$ cat config.mk
export PLATFORM = sky130hd
export DESIGN_NAME = load_store_unit
export DESIGN_NICKNAME = d
export VERILOG_FILES = /design/src/rtl/load_store_unit.sv
export SDC_FILE = /design/constraint.sdc
export NUM_CORES = 1
export LEC_CHECK = 0
export CAP_MARGIN = 20
export CORE_ASPECT_RATIO = 0.9
export CORE_MARGIN = 3
export CORE_UTILIZATION = 47
export CTS_BUF_LIST = sky130_fd_sc_hd__clkbuf_8
export DETAILED_ROUTE_END_ITERATION = 8
export GPL_TIMING_DRIVEN = 0
export PLACE_DENSITY = 0.84
export SLEW_MARGIN = 20
export SYNTH_ARGS = -nofsm -noshare
export SYNTH_HDL_FRONTEND = slang
export SYNTH_SLANG_ARGS = --single-unit
$ cat constraint.sdc
create_clock -name clk -period 3.55 [get_ports clk]
set_input_delay 0.5325 -clock clk [delete_from_list [all_inputs] [get_ports clk]]
set_output_delay 0.5325 -clock clk [all_outputs]
set_load 0.01 [all_outputs]
$ cat src/rtl/load_store_unit.sv
// Load/store unit for the multi-cycle RV32I core.
// Executes LB/LH/LW/LBU/LHU/SB/SH/SW over a single-port, word-wide RAM.
// Sub-word stores are done as read-modify-write.
//
// Handshake: the control unit pulses start_i for one cycle while busy_o=0;
// the request is captured on that edge and the unit runs until done_o
// pulses for exactly one cycle (fault_o qualifies it). A start_i seen while
// busy_o=1, including the DONE cycle, is dropped.
module load_store_unit #(
    parameter bit ALIGN_CHECK = 1'b1
) (
    input  logic        clk,
    input  logic        reset,
    input  logic        start_i,
    input  logic        is_store_i,
    input  logic [2:0]  funct3_i,
    input  logic [31:0] addr_i,
    input  logic [31:0] wdata_i,
    output logic        busy_o,
    output logic        done_o,
    output logic        fault_o,
    output logic [31:0] rdata_o,
    output logic        mem_req_o,
    output logic        mem_we_o,
    output logic [31:0] mem_addr_o,
    input  logic [31:0] mem_data_i,
    output logic [31:0] mem_data_o,
    output logic [2:0]  state_o
);

    typedef enum logic [2:0] {
        IDLE  = 3'd0,
        READ  = 3'd1,
        MERGE = 3'd2,
        WRITE = 3'd3,
        DONE  = 3'd4
    } state_t;

    state_t      state, state_nx;
    logic [31:0] addr_q;
    logic [31:0] data_q;     // store data, replaced by the merged word in MERGE
    logic [2:0]  funct3_q;
    logic        store_q;
    logic        fault_q;

    logic        f3_legal;
    logic        misaligned;
    logic        fault_req;
    logic [31:0] addr_cap;
    logic [31:0] shifted;
    logic [15:0] half_sel;
    logic [31:0] load_ext;
    logic [31:0] merged;

    // Decode the incoming request: legality, alignment and captured address.
    always_comb begin
        f3_legal   = 1'b0;
        misaligned = 1'b0;
        addr_cap   = addr_i;
        if (is_store_i)
            f3_legal = (funct3_i == 3'b000) || (funct3_i == 3'b001) || (funct3_i == 3'b010);
        else
            f3_legal = (funct3_i == 3'b000) || (funct3_i == 3'b001) || (funct3_i == 3'b010) ||
                       (funct3_i == 3'b100) || (funct3_i == 3'b101);
        if (funct3_i[1:0] == 2'b01) begin
            misaligned = addr_i[0];
            if (!ALIGN_CHECK) addr_cap = {addr_i[31:1], 1'b0};
        end else if (funct3_i[1:0] == 2'b10) begin
            misaligned = (addr_i[1:0] != 2'b00);
            if (!ALIGN_CHECK) addr_cap = {addr_i[31:2], 2'b00};
        end
        fault_req = !f3_legal || (ALIGN_CHECK && misaligned);
    end

    // Lane selection and extension for loads; lane replacement for stores.
    always_comb begin
        shifted  = mem_data_i >> {addr_q[1:0], 3'b000};
        half_sel = addr_q[1] ? mem_data_i[31:16] : mem_data_i[15:0];
        case (funct3_q)
            3'b000:  load_ext = {{24{shifted[7]}}, shifted[7:0]};
            3'b001:  load_ext = {{16{half_sel[15]}}, half_sel};
            3'b100:  load_ext = {24'd0, shifted[7:0]};
            3'b101:  load_ext = {16'd0, half_sel};
            default: load_ext = mem_data_i;
        endcase
        merged = mem_data_i;
        if (funct3_q[1:0] == 2'b00)
            merged[{addr_q[1:0], 3'b000} +: 8] = data_q[7:0];
        else
            merged[{addr_q[1], 4'b0000} +: 16] = data_q[15:0];
    end

    // State register.
    always_ff @(posedge clk or posedge reset) begin
        if (reset) state <= IDLE;
        else       state <= state_nx;
    end

    // Next-state and bus outputs; everything idle outside READ/WRITE/DONE.
    always_comb begin
        state_nx   = state;
        busy_o     = (state != IDLE);
        done_o     = 1'b0;
        fault_o    = 1'b0;
        mem_req_o  = 1'b0;
        mem_we_o   = 1'b0;
        mem_addr_o = 32'd0;
        mem_data_o = 32'd0;
        case (state)
            IDLE: begin
                if (start_i) begin
                    if (fault_req)
                        state_nx = DONE;
                    else if (is_store_i && funct3_i == 3'b010)
                        state_nx = WRITE;
                    else
                        state_nx = READ;
                end
            end
            READ: begin
                mem_req_o  = 1'b1;
                mem_addr_o = {addr_q[31:2], 2'b00};
                state_nx   = MERGE;
            end
            MERGE: begin
                state_nx = store_q ? WRITE : DONE;
            end
            WRITE: begin
                mem_req_o  = 1'b1;
                mem_we_o   = 1'b1;
                mem_addr_o = {addr_q[31:2], 2'b00};
                mem_data_o = data_q;
                state_nx   = DONE;
            end
            DONE: begin
                done_o   = 1'b1;
                fault_o  = fault_q;
                state_nx = IDLE;
            end
            default: state_nx = IDLE;
        endcase
    end

    // Request capture, store merge and registered load result.
    always_ff @(posedge clk or posedge reset) begin
        if (reset) begin
            addr_q   <= 32'd0;
            data_q   <= 32'd0;
            funct3_q <= 3'd0;
            store_q  <= 1'b0;
            fault_q  <= 1'b0;
            rdata_o  <= 32'd0;
        end else begin
            if (state == IDLE && start_i) begin
                addr_q   <= addr_cap;
                data_q   <= wdata_i;
                funct3_q <= funct3_i;
                store_q  <= is_store_i;
                fault_q  <= fault_req;
            end
            if (state == MERGE) begin
                if (store_q) data_q  <= merged;
                else         rdata_o <= load_ext;
            end
        end
    end

    assign state_o = state;

endmodule

==> metrics.md <==
| Metric | Value |
|---|---|
| Async SR Flop Fraction | 1.000 |
| Ratio of cells with drive above 1 in the final layout | 0.08778 |
| Final period util | 0.9324 |
| H-tree levels | 3 |
| CORE AREA | 0.01217 sq mm |
| Max VDD drop | 0.4402 mV |
| IO Port Bufs | 204 |
| Clock root buffer | clkbuf_8 |
| DIE WIDTH | 124.2 microns |
| Setup crit start kind | flip-flop |
| CP arrival | 2780 ps |
| Wire per inst | 18.98 microns |
| Number of antenna diodes | 0 |
| Cell mode on critical path | clkbuf_1 |
| DRT iter0 DRCs | 711 |
| Crit end category | output pin |
| CTS Buf Count | 9 |
| CTS tree | built |
| Hold buffer count at CTS | 0 |
| Via count | 6174 |
| Hold_sp | addr_q[2] |
| Fin. max-slew vios | 0 |
| Final setup violation count | 0 |
| Internal Power | around 0.0037 W |
| Critical path fanouts, max | 10 |
| Cell taking the most area after synthesis | dfrtp_1 |
| Slew margin rel. | 0.4849 |
| Cells after synthesis | a little under 700 |
| Drt pass-1 iters | 5 |
| Num rows | 38 |
| Combinational Power Share | 0.540 |
| FF-to-FF Start | addr_q[1] |
| RSZ-0062 raised after global routing | no |
| CTS Buffer Depth | 2 |
| Die footprint | 0.01395 sq mm |
| Depth of the worst hold-timing path | 2 |
| Sw frac | 0.4341 |
| Pre-CTS WS | 681.6 ps |
| Worst path cell trace | buf_2 > nor2b_1 > clkbuf_1 > clkbuf_1 > and3_1 > clkdlybuf4s50_1 |
| Cell Area, Synth | 0.005906 sq mm |
| EDFF count, synth | 0 |
| Dpl hpwl | around 16000 microns |
| Status | finished clean |
| Clock power share | 0.120 |
| Initial Utilization | 0.4852 |
| First-pass GRT wire length | 31170 microns |
| Distinct cells, synth | 59 |
| Total Routing Usage GR | 0.2864 |
| Leak | 3.746 nW |
| Clock latency at the later pin of the worst-skew pair | 380 ps |
| Gpl congestion | 0.9721 |
| Post-Route Setup TNS | 0 ps |
| Main flop type after synthesis | dfrtp_1 |
| Gr ovfl total | 0 |
| Synth-to-layout area growth | 42.03% |
| Post-synthesis average cell area | 8.710 sq um |
| WL final | 20120 microns |
| WS Path Type | flip-flop to output pin |
| CTS sink cnt | 104 |
| Post-CTS Resized | 0 |
| Final Hold Fails | 0 |
| Dpl cell area | 0.008184 sq mm |
| Clk pin slew, worst setup/hold paths | 100 ps |
| Critical path data required time | 3020 ps |
| I/O pin count | 207 |
| FF-to-FF setup slack | 680 ps |
| Part of the power in registers | 0.340 |
| Largest cells by area after synthesis | dfrtp_1, nand2_1, and2_1, and3_1, a21oi_1 |
| Slew at the pin closest to its max-slew limit | 762.7 ps |
| CP peak stage delay | 570 ps |
| Max Cap Viol | 0 |
| Worst reg2reg endpoint | data_q[13] |
| DRC | 0 |
| Cells after DPL | 1044 |
| Fin area | 0.008388 sq mm |
| Setup Fix Bufs, Post-CTS | 0 |
| Cells on worst reg2reg path | 8 |
| Worst min-delay path category | flip-flop to flip-flop |
| Nets@finish | 1003 |
| Die Span Y | approximately 110 microns |
| Final Worst Setup Slack | approximately 240 ps |
| Setup Skew | around 17 ps |
| Sw power | between 0.002 and 0.003 W |
| Vias per cell | between 5 and 6 |
| Initial antenna violation count | 0 |
| Largest net degree at the start of global routing | 63 |
| Hold Path End | addr_q[2] |
| Register area share after synthesis | 0.4407 |
| Synth Register Bits | 104 |
| Slowest CP cell | clkdlybuf4s50_1 |
| Number of global-route vias before repair | 5894 |
| Power density cells | 772.9 mW/mm^2 |
| Post-DRT Antenna Nets | 0 |
| Final min period | 3310 ps |
| FMAX | 302.1 MHz |
| Fin cells | ~1.1k |
| Synth top area share | 0.4407 |
| YS warnings | 0 |
| Pwr Total | 0.006484 W |
[stage by stage]
step                  util  hold slack [ps]
floorplan                -            436.9
global placement    0.6697            449.5
detailed placement  0.6724            453.9
CTS                 0.6891            479.7
global route        0.6891            500.5
finish              0.6891            474.6
[per-layer routing]
metal | wire length (microns) | vias up | track usage
met5 | 0 | - | 0
met4 | 506 | 0 | 0.08102
met3 | 2281 | 48 | 0.09018
met2 | 9229 | 371 | 0.4420
met1 | 8107 | 2953 | 0.3902
li1 | - | 2802 | -
[synthesized netlist by cell type, types with 2 or more instances]
cell type,count
a21oi_1,39
a221o_1,8
a221oi_1,17
a22oi_1,8
a31oi_1,10
and2_1,39
and3_1,34
buf_1,5
buf_2,19
buf_4,4
buf_6,4
clkbuf_1,25
dfrtp_1,104
ha_1,5
inv_1,6
mux2i_1,17
nand2_1,169
nand2b_1,3
nand3_1,30
nand3_2,10
nand3b_1,7
nor2_1,18
nor2b_1,3
nor3_1,2
o21a_1,8
o21ai_0,14
o21ai_1,2
o22ai_1,8
o2bb2ai_1,2
o31ai_1,7
or2_2,14
or3_1,9
or4b_1,2
[state kept, by name, indices dropped and copies added (netlist names)]
signal / flops
data_q: 32
addr_q: 32
rdata_o: 32
state_o: 3
fault_q: 1
store_q: 1
funct3_q: 3
[critical path, delay by kind of cell (launching register included)]
family        cells  cell delay (ps)
buf+inv           4             1620
flops             1              380
simple gates      2              400
[cells by family (layout without fill, tap and decap cells)]
family / after synthesis / after routing / synth area share
AO/OA/AOI/OAI: 137 / 137 / 0.1614
adder cells (fa/ha/maj): 5 / 5 / 0.01059
buffers and inverters: 64 / 285 / 0.05233
flip-flops: 104 / 104 / 0.4407
multiplexers: 18 / 18 / 0.03263
other: 1 / 2 / 0.0006350
AND/OR/NAND/NOR: 349 / 349 / 0.3017
[layout make-up]
class | instances | area (sq um)
buffer | 57 | 282.8
clock buffer | 9 | 123.9
clock inverter | 7 | 80.08
fill | 1011 | 3784
inverter | 7 | 31.28
multi-input combinational | 511 | 2998
sequential | 104 | 2603
tap | 160 | 200.2
timing repair buffer | 205 | 2069
[cell usage in the layout, fill, tap and decap left out, types with 3 or more instances in the layout]
master           netlist  routed
a21oi_1               39      39
a221o_1                8       8
a221oi_1              17      17
a22oi_1                8       8
a31oi_1               10      10
and2_1                39      39
and3_1                34      34
buf_1                  5       5
buf_2                 19      19
buf_4                  4       4
buf_6                  4       4
clkbuf_1              25      25
clkbuf_8               0       9
clkdlybuf4s50_1        0     204
clkinv_4               0       3
dfrtp_1              104     104
ha_1                   5       5
inv_1                  6       5
mux2i_1               17      17
nand2_1              169     169
nand2b_1               3       3
nand3_1               30      30
nand3_2               10      10
nand3b_1               7       7
nor2_1                18      18
nor2b_1                3       3
o21a_1                 8       8
o21ai_0               14      14
o22ai_1                8       8
o31ai_1                7       7
or2_2                 14      14
or3_1                  9       9
[worst max-delay path by stage]
| stage | slack, ps | cells after the start | end | start |
|---|---|---|---|---|
| global placement | -1300 | 2 | rdata_o[16] | reset |
| floorplan | 290 | 1 | addr_q[0] | reset |
| finish | 240 | 6 | mem_data_o[12] | state_o[0] |
| detailed placement | 680 | 6 | mem_data_o[12] | state_o[0] |
| CTS | 260 | 6 | mem_data_o[12] | state_o[0] |
| global route | 110 | 6 | mem_data_o[28] | state_o[0] |
[power by group through the flow]
stage	sequential [W]	clock, W	combinational, W
6_report	0.00221	0.000779	0.00350
5_1_grt	0.00227	0.000833	0.00383
4_1_cts	0.00219	0.000786	0.00346
3_5_place_dp	0.00221	0	0.00344
3_3_place_gp	0.00218	0	0.00336
2_1_floorplan	0.00217	0	0.00207
(Power assumes the default switching activity.)
